--- src/rtl/imem_refill_arbiter.sv ---
// Round-robin arbiter sequencing single-outstanding 4-beat instruction line
// refills between NUM_REQ requesters and the instruction-memory model.
module imem_refill_arbiter #(
  parameter int unsigned LINE_SIZE = 128,
  parameter int unsigned NUM_REQ   = 2,
  parameter int unsigned TIMEOUT   = 64
) (
  input  logic                   clk_i,
  input  logic                   rst_i,
  input  logic [NUM_REQ-1:0]     req_valid_i,
  input  logic [NUM_REQ*26-1:0]  req_addr_i,
  output logic [NUM_REQ-1:0]     req_ready_o,
  output logic [NUM_REQ-1:0]     resp_valid_o,
  output logic [LINE_SIZE-1:0]   resp_data_o,
  output logic [1:0]             resp_seq_o,
  output logic                   resp_last_o,
  output logic [25:0]            mem_addr_o,
  output logic                   mem_valid_o,
  input  logic [LINE_SIZE-1:0]   mem_line_i,
  input  logic                   mem_valid_i,
  input  logic [1:0]             mem_seq_num_i,
  output logic                   busy_o,
  output logic                   err_seq_o,
  output logic                   err_spurious_o,
  output logic                   timeout_o
);

  localparam int unsigned AW = 26;
  localparam int unsigned PW = (NUM_REQ > 1) ? $clog2(NUM_REQ) : 1;
  localparam int unsigned TW = (TIMEOUT > 1) ? $clog2(TIMEOUT) : 1;
  localparam logic [TW-1:0] TMO_LAST = TW'(TIMEOUT - 1);
  localparam logic [PW-1:0] REQ_LAST = PW'(NUM_REQ - 1);

  typedef enum logic [1:0] {
    S_IDLE,
    S_ISSUE,
    S_WAIT,
    S_GAP
  } state_e;

  state_e          state_q, state_d;
  logic [PW-1:0]   prio_q;
  logic [PW-1:0]   owner_q;
  logic [AW-1:0]   addr_q;
  logic [1:0]      beat_q;
  logic [TW-1:0]   tmo_q;
  logic            err_seq_q;
  logic            err_spur_q;

  logic            grant_any;
  logic [PW-1:0]   grant_idx;
  logic [PW-1:0]   prio_next;
  logic            beat_fire;
  logic            seq_err;
  logic            spurious;
  logic [AW-1:0]   req_addr_a [NUM_REQ];

  always_comb begin
    for (int unsigned r = 0; r < NUM_REQ; r++) begin
      req_addr_a[r] = req_addr_i[r*AW +: AW];
    end
  end

  // First asserted requester scanning upward from prio_q, wrapping at NUM_REQ.
  always_comb begin : arb
    int unsigned idx;
    idx       = 0;
    grant_any = 1'b0;
    grant_idx = '0;
    for (int unsigned k = 0; k < NUM_REQ; k++) begin
      idx = 32'(prio_q) + k;
      if (idx >= NUM_REQ) idx = idx - NUM_REQ;
      if (!grant_any && req_valid_i[PW'(idx)]) begin
        grant_any = 1'b1;
        grant_idx = PW'(idx);
      end
    end
  end

  always_comb begin
    if (grant_idx == REQ_LAST) prio_next = '0;
    else                       prio_next = grant_idx + PW'(1);
  end

  always_comb begin
    state_d      = state_q;
    req_ready_o  = '0;
    mem_valid_o  = 1'b0;
    resp_valid_o = '0;
    resp_data_o  = '0;
    resp_seq_o   = '0;
    resp_last_o  = 1'b0;
    timeout_o    = 1'b0;
    beat_fire    = 1'b0;
    case (state_q)
      S_IDLE: begin
        if (grant_any) begin
          req_ready_o[grant_idx] = 1'b1;
          state_d                = S_ISSUE;
        end
      end
      S_ISSUE: begin
        mem_valid_o = 1'b1;
        state_d     = S_WAIT;
      end
      S_WAIT: begin
        if (mem_valid_i) begin
          beat_fire             = 1'b1;
          resp_valid_o[owner_q] = 1'b1;
          resp_data_o           = mem_line_i;
          resp_seq_o            = mem_seq_num_i;
          resp_last_o           = (beat_q == 2'd3);
        end
        // A final beat landing on the expiry cycle wins over the timeout.
        if (mem_valid_i && beat_q == 2'd3) begin
          state_d = S_GAP;
        end else if (tmo_q == TMO_LAST) begin
          timeout_o = 1'b1;
          state_d   = S_GAP;
        end
      end
      S_GAP:   state_d = S_IDLE;
      default: state_d = S_IDLE;
    endcase
  end

  assign seq_err  = beat_fire && (mem_seq_num_i != beat_q);
  assign spurious = mem_valid_i && (state_q != S_WAIT);

  always_ff @(posedge clk_i) begin
    if (rst_i) begin
      state_q    <= S_IDLE;
      prio_q     <= '0;
      owner_q    <= '0;
      addr_q     <= '0;
      beat_q     <= '0;
      tmo_q      <= '0;
      err_seq_q  <= 1'b0;
      err_spur_q <= 1'b0;
    end else begin
      state_q <= state_d;
      if (state_q == S_IDLE && grant_any) begin
        owner_q <= grant_idx;
        addr_q  <= req_addr_a[grant_idx];
        prio_q  <= prio_next;
      end
      if (state_q == S_ISSUE) begin
        beat_q <= '0;
        tmo_q  <= '0;
      end
      if (state_q == S_WAIT) begin
        tmo_q <= tmo_q + TW'(1);
        if (beat_fire) beat_q <= beat_q + 2'd1;
      end
      if (seq_err)  err_seq_q  <= 1'b1;
      if (spurious) err_spur_q <= 1'b1;
    end
  end

  assign mem_addr_o     = addr_q;
  assign busy_o         = (state_q != S_IDLE);
  assign err_seq_o      = err_seq_q;
  assign err_spurious_o = err_spur_q;

endmodule

--- config.mk ---
export PLATFORM = sky130hd
export DESIGN_NAME = imem_refill_arbiter
export DESIGN_NICKNAME = d
export VERILOG_FILES = /design/src/rtl/imem_refill_arbiter.sv
export SDC_FILE = /design/constraint.sdc
export NUM_CORES = 1
export LEC_CHECK = 0
export BUFFER_PORTS_ARGS = -buffer_cell sky130_fd_sc_hd__buf_2
export CORE_AREA = 3 3 137 139
export CTS_BUF_LIST = sky130_fd_sc_hd__clkbuf_4 sky130_fd_sc_hd__clkbuf_8
export CTS_CLUSTER_SIZE = 14
export DETAILED_ROUTE_END_ITERATION = 12
export DIE_AREA = 0 0 140 142
export GPL_TIMING_DRIVEN = 1
export HOLD_SLACK_MARGIN = 0.02
export PLACE_DENSITY = 0.53
export SYNTH_ARGS = -nofsm -noshare
export SYNTH_HDL_FRONTEND = slang
export SYNTH_SLANG_ARGS = --single-unit
--- constraint.sdc ---
create_clock -name clk_i -period 1.3 [get_ports clk_i]
set_input_delay 0.065 -clock clk_i [delete_from_list [all_inputs] [get_ports clk_i]]
set_output_delay 0.065 -clock clk_i [all_outputs]
set_load 0.03 [all_outputs]
==> results of run 1 <==
repair_timing:
item,4_1_cts,5_1_grt
hold buffers,40,0
buffers inserted,3,3
gates resized for setup,264,96
endpoints found under the setup margin,168,173
endpoints found under the hold margin,20,0
gates cloned,0,8
pin swaps,3,17
synthesized netlist by cell type, types with 4 or more instances:
library cell and instances:
o21ai_0 6, clkbuf_1 27, buf_6 4, a22oi_1 5, inv_1 25, a21oi_1 12, nand2_1 11, a222oi_1 20
buf_2 8, ha_1 5, nor2_1 12, dfxtp_1 40, and3_1 132
stage by stage:
step,setup TNS (ns),utilization,setup WS [ns]
2_1_floorplan,-0.396,-,-0.0427
3_3_place_gp,-6.34,0.290,-0.171
3_5_place_dp,-10.56,0.290,-0.223
4_1_cts,-48.02,0.367,-0.345
5_1_grt,-57.79,0.394,-0.391
6_report,-45.20,0.394,-0.324
routing by layer:
layer,vias to the layer above,wire length (um),track usage
met4,0,89,0.0235
li1,2080,-,-
met2,216,8960,0.266
met3,9,1640,0.0565
met5,-,0,0
met1,1991,7690,0.208
sequential cells by signal, indices dropped and copies added (netlist names):
signal	count
tmo_q	6
state_q	2
beat_q	2
err_seq_o	1
err_spurious_o	1
prio_q	1
owner_q	1
mem_addr_o	26
final timing paths:
| kind | start | end | cells after the start |
|---|---|---|---|
| worst max register to register | state_q[1]$_SDFFE_PP0P_ | mem_addr_o[0]$_SDFFE_PP0P_ | 7 |
| worst min-delay path | req_addr_i[19] | mem_addr_o[19]$_SDFFE_PP0P_ | 3 |
| worst min register to register | mem_addr_o[7]$_SDFFE_PP0P_ | mem_addr_o[7]$_SDFFE_PP0P_ | 2 |
| worst max-delay path | state_q[1]$_SDFFE_PP0P_ | resp_data_o[76] | 6 |
where the power goes:
part | internal, mW | switching [mW]
registers | 1.54 | 0.187
clock network | 0.453 | 0.455
logic | 3.79 | 4.26
worst register-to-register path, delay by kind of cell (launching register included):
family | cells | cell delay (ns)
AND/OR/NAND/NOR | 1 | 0.08
flip-flops | 1 | 0.33
adder cells (fa/ha/maj) | 1 | 0.18
AO/OA/AOI/OAI | 2 | 0.59
buffers and inverters | 3 | 0.26
final cells by class:
type,instances,share of cell area
clock inverter,1,0.00107
inverter,25,0.0141
sequential,40,0.115
multi-input combinational,240,0.295
clock buffer,7,0.0129
tap,229,0.0409
timing repair buffer,442,0.521
cells by family (layout without fill, tap and decap cells):
| logic type | Yosys count | count (layout) |
|---|---|---|
| AND/OR/NAND/NOR | 173 | 176 |
| buffers and inverters | 65 | 475 |
| AO/OA/AOI/OAI | 53 | 53 |
| flip-flops | 40 | 40 |
| adder cells (fa/ha/maj) | 5 | 5 |
| XOR/XNOR | 5 | 5 |
| multiplexers | 1 | 1 |
==> results.json, run 1 <==
{
  "hpwl_mm": 13.5,
  "yosys.area_share.simple": 0.387,
  "diodes": 0,
  "worstPathRequired_ns": 1.24,
  "cts_sinks": 40,
  "peakVddDrop_mv": 0.864,
  "cts_tree": "built",
  "crit_arrival_ns": 1.56,
  "fin_area_mm2": 0.00701,
  "criticalPathCategory": "reg2out",
  "end_kind": "output pin",
  "clock-root-buffer": "clkbuf_8",
  "synth_ff_type": "dfxtp_1",
  "synth_area_mm2": 0.00266,
  "antenna_found_initial": 0,
  "fp.dieW_um": 140,
  "run_status": "complete, but fails checks",
  "drv_slew": 0,
  "async_flop_share": 0,
  "hp-class": "in2reg",
  "synthMuxAreaShare": 0.00377,
  "vias_per_cell": 4.37,
  "synth_fp_nets": 534,
  "finalHoldWorstSlack_ns": 0.0470,
  "clk_pin_slew_ns": 0.08,
  "mostFrequentLayoutCells": "buf_2, buf_6, and3_1",
  "grt_max_degree": 82,
  "multi_input_area_mm2": 0.00207,
  "p_leak_nw": 3.71,
  "cts_made_buffers": 5,
  "wirelength_mm": 18.4,
  "synth_edf_count": 0,
  "finalNetCount": 946,
  "slowest_delay_ns": 0.33,
  "setup_ws_ns": -0.324,
  "core_mm2": 0.0178,
  "routedWlPerCell_um": 18.7,
  "path_buf_inv": 4,
  "die_h_um": 142,
  "start_util": 0.149,
  "ys_types": 39,
  "synth_top_cell_by_area": "and3_1",
  "placed_area_mm2": 0.00516,
  "drc": 0,
  "synth_top_family_by_area": "simple AND/OR/NAND/NOR gates",
  "drive_gt1_frac": 0.670,
  "postRouteAntennaNets": 0,
  "violations": "setup timing",
  "synth_compound_area_frac": 0.157,
  "worstPathCellList": "buf_6 > ha_4 > clkbuf_16 > clkbuf_16 > and3_4 > buf_6",
  "cap_violations": 0,
  "grt.overflow.total": 0,
  "slew_headroom": 0.762,
  "seq_area_um2": 806,
  "grt_pass1_vias": 4167,
  "synth-seq-cells": 40,
  "num-fill-cells": 1756,
  "report.power.total_mw": 10.7,
  "synth.top_cell.area_share": 0.311,
  "drt_iter0_markers": 239,
  "drt-pass1-iter-count": 8,
  "seq_area_frac_synth": 0.301,
  "crit_path_max_fanout": 13,
  "via_count": 4296,
  "fin_cells": 984,
  "place_inst": 922,
  "rows": 49,
  "clock_latency_ns": 0.29,
  "clock_path_buffers": 2,
  "gp_congestion": 0.892,
  "avgSynthCellArea_um2": 7.77,
  "ios": 353,
  "rrSetupSlack_ns": -0.25,
  "syn_inst": 342,
  "min_period_over_period": 1.25,
  "htreeDepth": 2,
  "powerDensity_mw_per_mm2": 1520,
  "period_minus_slack_ns": 1.62,
  "grt_first_pass_wirelength_mm": 25.1,
  "grt_usage": 0.161,
  "startpoint_type": "flop",
  "setup_viol": 167,
  "die-area_mm2": 0.0199,
  "synth-adder-area-share": 0.0235,
  "fin_skew_ns": 0.00959,
  "port_buffers": 352,
  "slowest_stage": "dfxtp_2",
  "layout_commonest_cell": "buf_2",
  "synth_xor_area_frac": 0.0165,
  "hold_violations": 0,
  "yosysWarnings": 0,
  "synthTopCellsByArea": "and3_1, dfxtp_1, a222oi_1, clkbuf_1, inv_1",
  "syn_to_final_growth_pct": 164,
  "rsz0062_at_grt": "yes",
  "max_freq_mhz": 616,
  "critPathTopFamily": "buffers and inverters",
  "worst_slew_pin_slew_ns": 0.356
}
(Power assumes the default switching activity.)
==> run 2: changes to the inputs <==
--- a/config.mk
+++ b/config.mk
@@ -13,7 +13,7 @@
 export DIE_AREA = 0 0 140 142
 export GPL_TIMING_DRIVEN = 1
 export HOLD_SLACK_MARGIN = 0.02
-export PLACE_DENSITY = 0.53
+export PLACE_DENSITY = 0.55
 export SYNTH_ARGS = -nofsm -noshare
 export SYNTH_HDL_FRONTEND = slang
 export SYNTH_SLANG_ARGS = --single-unit
==> run 2 against run 1 <==
- global-route usage is 0.44 points lower
- cell count is 0.30% higher
- critical path depth stayed put
- register-to-register slack worse by 0.06 ns
- the flow still finishes with violations (setup timing)
- critical endpoint is now resp_data_o[93]
- setup slack worse by 0.015 ns
- design area is 2.4% higher
==> results.json, run 2 (same netlist as run 1, synthesis figures left out) <==
{
  "cts_tree": "built",
  "fp.dieW_um": 140,
  "largest_register_ffs": 26,
  "r2r-end": "mem_addr_o[13]$_SDFFE_PP0P_",
  "p_leak_nw": 3.73,
  "criticalPathCategory": "reg2out",
  "routedWlPerCell_um": 18.9,
  "port_buffers": 352,
  "hold_depth": 3,
  "hold_violations": 0,
  "hp-class": "in2reg",
  "run_status": "complete, but fails checks",
  "antenna_found_initial": 2,
  "wirelength_mm": 18.7,
  "finalHoldWorstSlack_ns": 0.0664,
  "slew_headroom": 0.761,
  "drt_iter0_markers": 215,
  "slowest_stage": "dfxtp_2",
  "violations": "setup timing",
  "wl_met1_mm": 7.10,
  "path_buf_inv": 4,
  "report.power.total_mw": 11.1,
  "wl_met3_mm": 1.91,
  "seqPwrFrac": 0.155,
  "layout_commonest_cell": "buf_2",
  "clock-root-buffer": "clkbuf_8",
  "powerDensity_mw_per_mm2": 1540,
  "fin_skew_ns": 0.00663,
  "min_from": "req_addr_i[17]",
  "grt_first_pass_wirelength_mm": 24.6,
  "crit_path_max_fanout": 6,
  "slowest_delay_ns": 0.33,
  "postRouteAntennaNets": 0,
  "worst_slew_pin_slew_ns": 0.358,
  "peakVddDrop_mv": 0.873,
  "cts_sinks": 40,
  "rrSetupSlack_ns": -0.31,
  "htreeDepth": 2,
  "max_freq_mhz": 610,
  "crit_arrival_ns": 1.57,
  "min_to": "mem_addr_o[17]$_SDFFE_PP0P_",
  "min_period_over_period": 1.26,
  "final_core_util": 0.404,
  "clock_path_buffers": 2,
  "r2r_start": "state_q[1]$_SDFFE_PP0P_",
  "wl_met2_mm": 9.30,
  "rows": 49,
  "grt_max_degree": 100,
  "grt.overflow.total": 0,
  "ff2ff_path_depth": 8,
  "start_util": 0.149,
  "clock_latency_ns": 0.29,
  "via_count": 4401,
  "startpoint_type": "flop",
  "period_minus_slack_ns": 1.64,
  "setup_viol": 172,
  "vias_per_cell": 4.46,
  "grt_usage": 0.156,
  "combPwrFrac": 0.752,
  "critPathTopFamily": "buffers and inverters",
  "power.internal_mw": 6.12,
  "ios": 353,
  "cp.depth": 6,
  "worstPathCellList": "buf_6 > ha_4 > clkbuf_16 > clkbuf_16 > and3_1 > buf_6",
  "clk_pin_slew_ns": 0.08,
  "hpwl_mm": 12.8,
  "drt-pass1-iter-count": 7,
  "grt_pass1_vias": 4270,
  "num-fill-cells": 1713,
  "setup_ws_ns": -0.339,
  "drv_slew": 0,
  "p_switching_mw": 4.97,
  "end_kind": "output pin",
  "gp_congestion": 0.835,
  "drc": 0,
  "worstPathRequired_ns": 1.24,
  "finalNetCount": 948,
  "syn_to_final_growth_pct": 170,
  "core_mm2": 0.0178,
  "cap_violations": 0,
  "swShare": 0.448,
  "die-area_mm2": 0.0199,
  "top_layer_used": "met5",
  "multi_input_area_mm2": 0.00213,
  "mostFrequentLayoutCells": "buf_2, buf_6, and3_4",
  "clock_power_share": 0.094,
  "die_h_um": 142,
  "rsz0062_at_grt": "yes",
  "seq_area_um2": 806,
  "cts_made_buffers": 5,
  "drive_gt1_frac": 0.692
}
==> run 2: cell types whose count changed in the layout (fill, tap and decap cells not counted), sizes merged <==
cell	delta
diode	+1
clkinvlp	-1
buf	+1
clkinv	+1
bufinv	+1
==> run 2: routing by layer <==
| metal | up-vias | track usage |
|---|---|---|
| li1 | 2096 | - |
| met1 | 2041 | 0.184 |
| met2 | 242 | 0.274 |
| met3 | 20 | 0.0608 |
| met4 | 2 | 0.0301 |
| met5 | - | 0 |
==> run 2: power groups by stage <==
| stage | registers (mW) | logic [mW] | clock network [mW] |
|---|---|---|---|
| after floorplan | 2.19 | 3.30 | 0 |
| after global placement | 1.72 | 5.91 | 0 |
| after detailed placement | 1.71 | 5.93 | 0 |
| after CTS | 1.70 | 6.79 | 1.09 |
| after global routing | 1.75 | 8.78 | 1.12 |
| final | 1.71 | 8.33 | 1.04 |
==> run 2: how the worst max path moves through the flow <==
| stage | from | end | slack (ns) |
|---|---|---|---|
| detailed placement | state_q[0]$_SDFFE_PP0P_ | mem_addr_o[0]$_SDFFE_PP0P_ | -0.15 |
| CTS | state_q[0]$_SDFFE_PP0P_ | resp_data_o[39] | -0.34 |
| finish | state_q[1]$_SDFFE_PP0P_ | resp_data_o[93] | -0.34 |
| global placement | state_q[0]$_SDFFE_PP0P_ | mem_addr_o[12]$_SDFFE_PP0P_ | -0.13 |
| floorplan | state_q[1]$_SDFFE_PP0P_ | mem_addr_o[0]$_SDFFE_PP0P_ | -0.04 |
| global route | state_q[1]$_SDFFE_PP0P_ | mem_addr_o[17]$_SDFFE_PP0P_ | -0.40 |
==> run 2: area by class of cell <==
cell class | count | share of cell area
Timing Repair Buffer | 444 | 0.521
Multi-Input combinational cell | 240 | 0.296
Clock inverter | 2 | 0.00488
Sequential cell | 40 | 0.112
Tap cell | 229 | 0.0399
Inverter | 25 | 0.0145
Clock buffer | 6 | 0.0106
Antenna cell | 1 | 0.000349
==> run 2: metrics by stage <==
step / instance area [um2] / worst slack (ns) / setup TNS (ns) / cells
5_1_grt: 7180 / -0.398 / -58.24 / 986
6_report: 7180 / -0.339 / -48.13 / 987
3_5_place_dp: 5150 / -0.155 / -8.17 / 919
3_3_place_gp: 5150 / -0.132 / -6.13 / 919
4_1_cts: 6380 / -0.344 / -46.36 / 974
2_1_floorplan: 2940 / -0.0427 / -0.396 / 342
==> run 2: tightest hold or removal path: cells and delay by family <==
kind	cells	cell delay [ns]
compound gates	2	0.18
buf+inv	1	0.08
==> run 2: repair_timing <==
item | 4_1_cts | 5_1_grt
pin swaps | 4 | 19
endpoints found under the hold margin | 20 | 0
gates resized for setup | 207 | 191
hold buffers | 40 | 0
setup buffers | 6 | 2
endpoints found under the setup margin | 168 | 176
gates cloned | 1 | 11
==> run 3: changes to the inputs <==
==> constraint.sdc (replaced) <==
create_clock -name clk_i -period 1.3 [get_ports clk_i]
set_input_delay 0.065 -clock clk_i [delete_from_list [all_inputs] [get_ports clk_i]]
set_output_delay 0.065 -clock clk_i [all_outputs]
set_load 0.05 [all_outputs]
==> run 3 against run 2 <==
- the run still ends with setup timing left
- setup slack got worse by 0.069 ns
- global-route usage rose by 0.44 points
- clock power about the same
- die area is the same
- utilization up 4.2 points
==> results.json, run 3 (same netlist as run 1, synthesis figures left out) <==
{
  "setup_ws_ns": -0.408,
  "ios": 353,
  "layout_commonest_cell": "buf_2",
  "drv_slew": 0,
  "rows": 49,
  "rsz0062_at_grt": "yes",
  "die_h_um": 142,
  "num-fill-cells": 1661,
  "path_buf_inv": 5,
  "min_period_over_period": 1.31,
  "finalHoldWorstSlack_ns": 0.0443,
  "grt_pass1_vias": 4393,
  "setup_viol": 171,
  "htreeDepth": 2,
  "powerDensity_mw_per_mm2": 1720,
  "antenna_found_initial": 0,
  "fin_skew_ns": 0.00913,
  "core_mm2": 0.0178,
  "slew_headroom": 0.768,
  "grt_first_pass_wirelength_mm": 25.7,
  "clock_path_buffers": 2,
  "vias_per_cell": 4.46,
  "wirelength_mm": 19.0,
  "report.power.total_mw": 13.6,
  "clk_pin_slew_ns": 0.08,
  "crit_path_max_fanout": 7,
  "cts_made_buffers": 5,
  "violations": "setup timing",
  "cp_common_cell": "buf_8",
  "p_leak_nw": 3.93,
  "grt_max_degree": 93,
  "largest_register_ffs": 26,
  "criticalPathCategory": "reg2out",
  "diodes": 0,
  "final_core_util": 0.446,
  "routedWlPerCell_um": 18.9,
  "cap_violations": 0,
  "drc": 0,
  "hold_violations": 0,
  "gp_congestion": 0.836,
  "slowest_delay_ns": 0.34,
  "worstPathRequired_ns": 1.24,
  "drt-pass1-iter-count": 7,
  "fin_area_mm2": 0.00793,
  "startpoint_type": "flop",
  "run_status": "complete, but fails checks",
  "mostFrequentLayoutCells": "buf_2, and3_4, buf_8",
  "placed_area_mm2": 0.00554,
  "drt_iter0_markers": 214,
  "cts_tree": "built",
  "crit_arrival_ns": 1.64,
  "drive_gt1_frac": 0.766,
  "worstPathCellList": "buf_6 > ha_4 > buf_8 > buf_12 > buf_16 > and3_4 > buf_8",
  "grt.overflow.total": 0,
  "port_buffers": 352,
  "hp-class": "in2reg",
  "via_count": 4478,
  "critPathTopFamily": "buffers and inverters",
  "end_kind": "output pin",
  "worst_slew_pin_slew_ns": 0.348,
  "hpwl_mm": 11.8,
  "peakVddDrop_mv": 1.17,
  "syn_to_final_growth_pct": 198,
  "postRouteAntennaNets": 0,
  "cts_sinks": 40,
  "slowest_stage": "dfxtp_2",
  "clock-root-buffer": "clkbuf_8",
  "finalNetCount": 965,
  "clock_latency_ns": 0.30,
  "max_freq_mhz": 585,
  "start_util": 0.149,
  "fp.dieW_um": 140,
  "die-area_mm2": 0.0199,
  "period_minus_slack_ns": 1.71,
  "grt_usage": 0.161
}
## run 3: cell count changes in the layout (fill, tap and decap cells not counted), moves of 3 or more
cell / previous run / this run
buf_12: 7 / 29
and3_2: 0 / 55
and3_1: 56 / 0
buf_6: 136 / 64
buf_4: 27 / 32
a21oi_1: 5 / 8
buf_16: 2 / 8
buf_8: 13 / 72
a21oi_2: 6 / 2
## run 3: final timing paths
check / startpoint / endpoint / slack, ns / cells after the start
worst max-delay path: state_q[1]$_SDFFE_PP0P_ / resp_data_o[61] / -0.41 / 7
worst max register to register: state_q[1]$_SDFFE_PP0P_ / mem_addr_o[1]$_SDFFE_PP0P_ / -0.37 / 9
worst min register to register: mem_addr_o[16]$_SDFFE_PP0P_ / mem_addr_o[16]$_SDFFE_PP0P_ / 0.46 / 2
worst min-delay path: req_addr_i[16] / mem_addr_o[16]$_SDFFE_PP0P_ / 0.04 / 3
## run 3: tightest hold or removal path, cell delays in order
cell     delay [ns]
buf_2          0.07
a22oi_1        0.05
o21ai_1        0.11
## run 3: area by class of cell
class | instances | area [um2] | share of cell area
inverters | 25 | 105 | 0.0133
repair buffers | 463 | 4420 | 0.558
multi-input cells | 238 | 2200 | 0.278
flip-flops and latches | 40 | 803 | 0.101
well taps | 229 | 287 | 0.0362
clock buffers | 5 | 68.8 | 0.00868
clock inverters | 3 | 42.5 | 0.00537
## run 3: routing by layer
layer  share of wire  GRT usage  vias to the layer above
met5               0          0                        -
met4           0.012     0.0209                        0
met3           0.067     0.0380                       21
met2            0.53      0.300                      245
met1            0.39      0.193                     2085
li1                -          -                     2127
## run 3: report_power, final
group	switching, mW	internal, mW	total [mW]
combinational	5.87	4.99	10.9
sequential	0.185	1.54	1.72
clock	0.486	0.569	1.05
## run 3: timing repair
item / 4_1_cts / 5_1_grt
setup endpoints to repair: 163 / 174
resized for setup: 327 / 77
hold endpoints to repair: 21 / 0
pin swaps: 15 / 17
buffers inserted: 13 / 14
gates cloned: 8 / 8
hold buffers: 41 / 0
## run 3: metrics by stage
stage / worst slack, ns / cells / TNS, ns
after floorplan: -0.258 / 342 / -3.21
after global placement: -0.188 / 916 / -15.77
after detailed placement: -0.218 / 916 / -16.92
after CTS: -0.414 / 986 / -53.55
after global routing: -0.476 / 1003 / -67.25
final: -0.408 / 1003 / -55.48
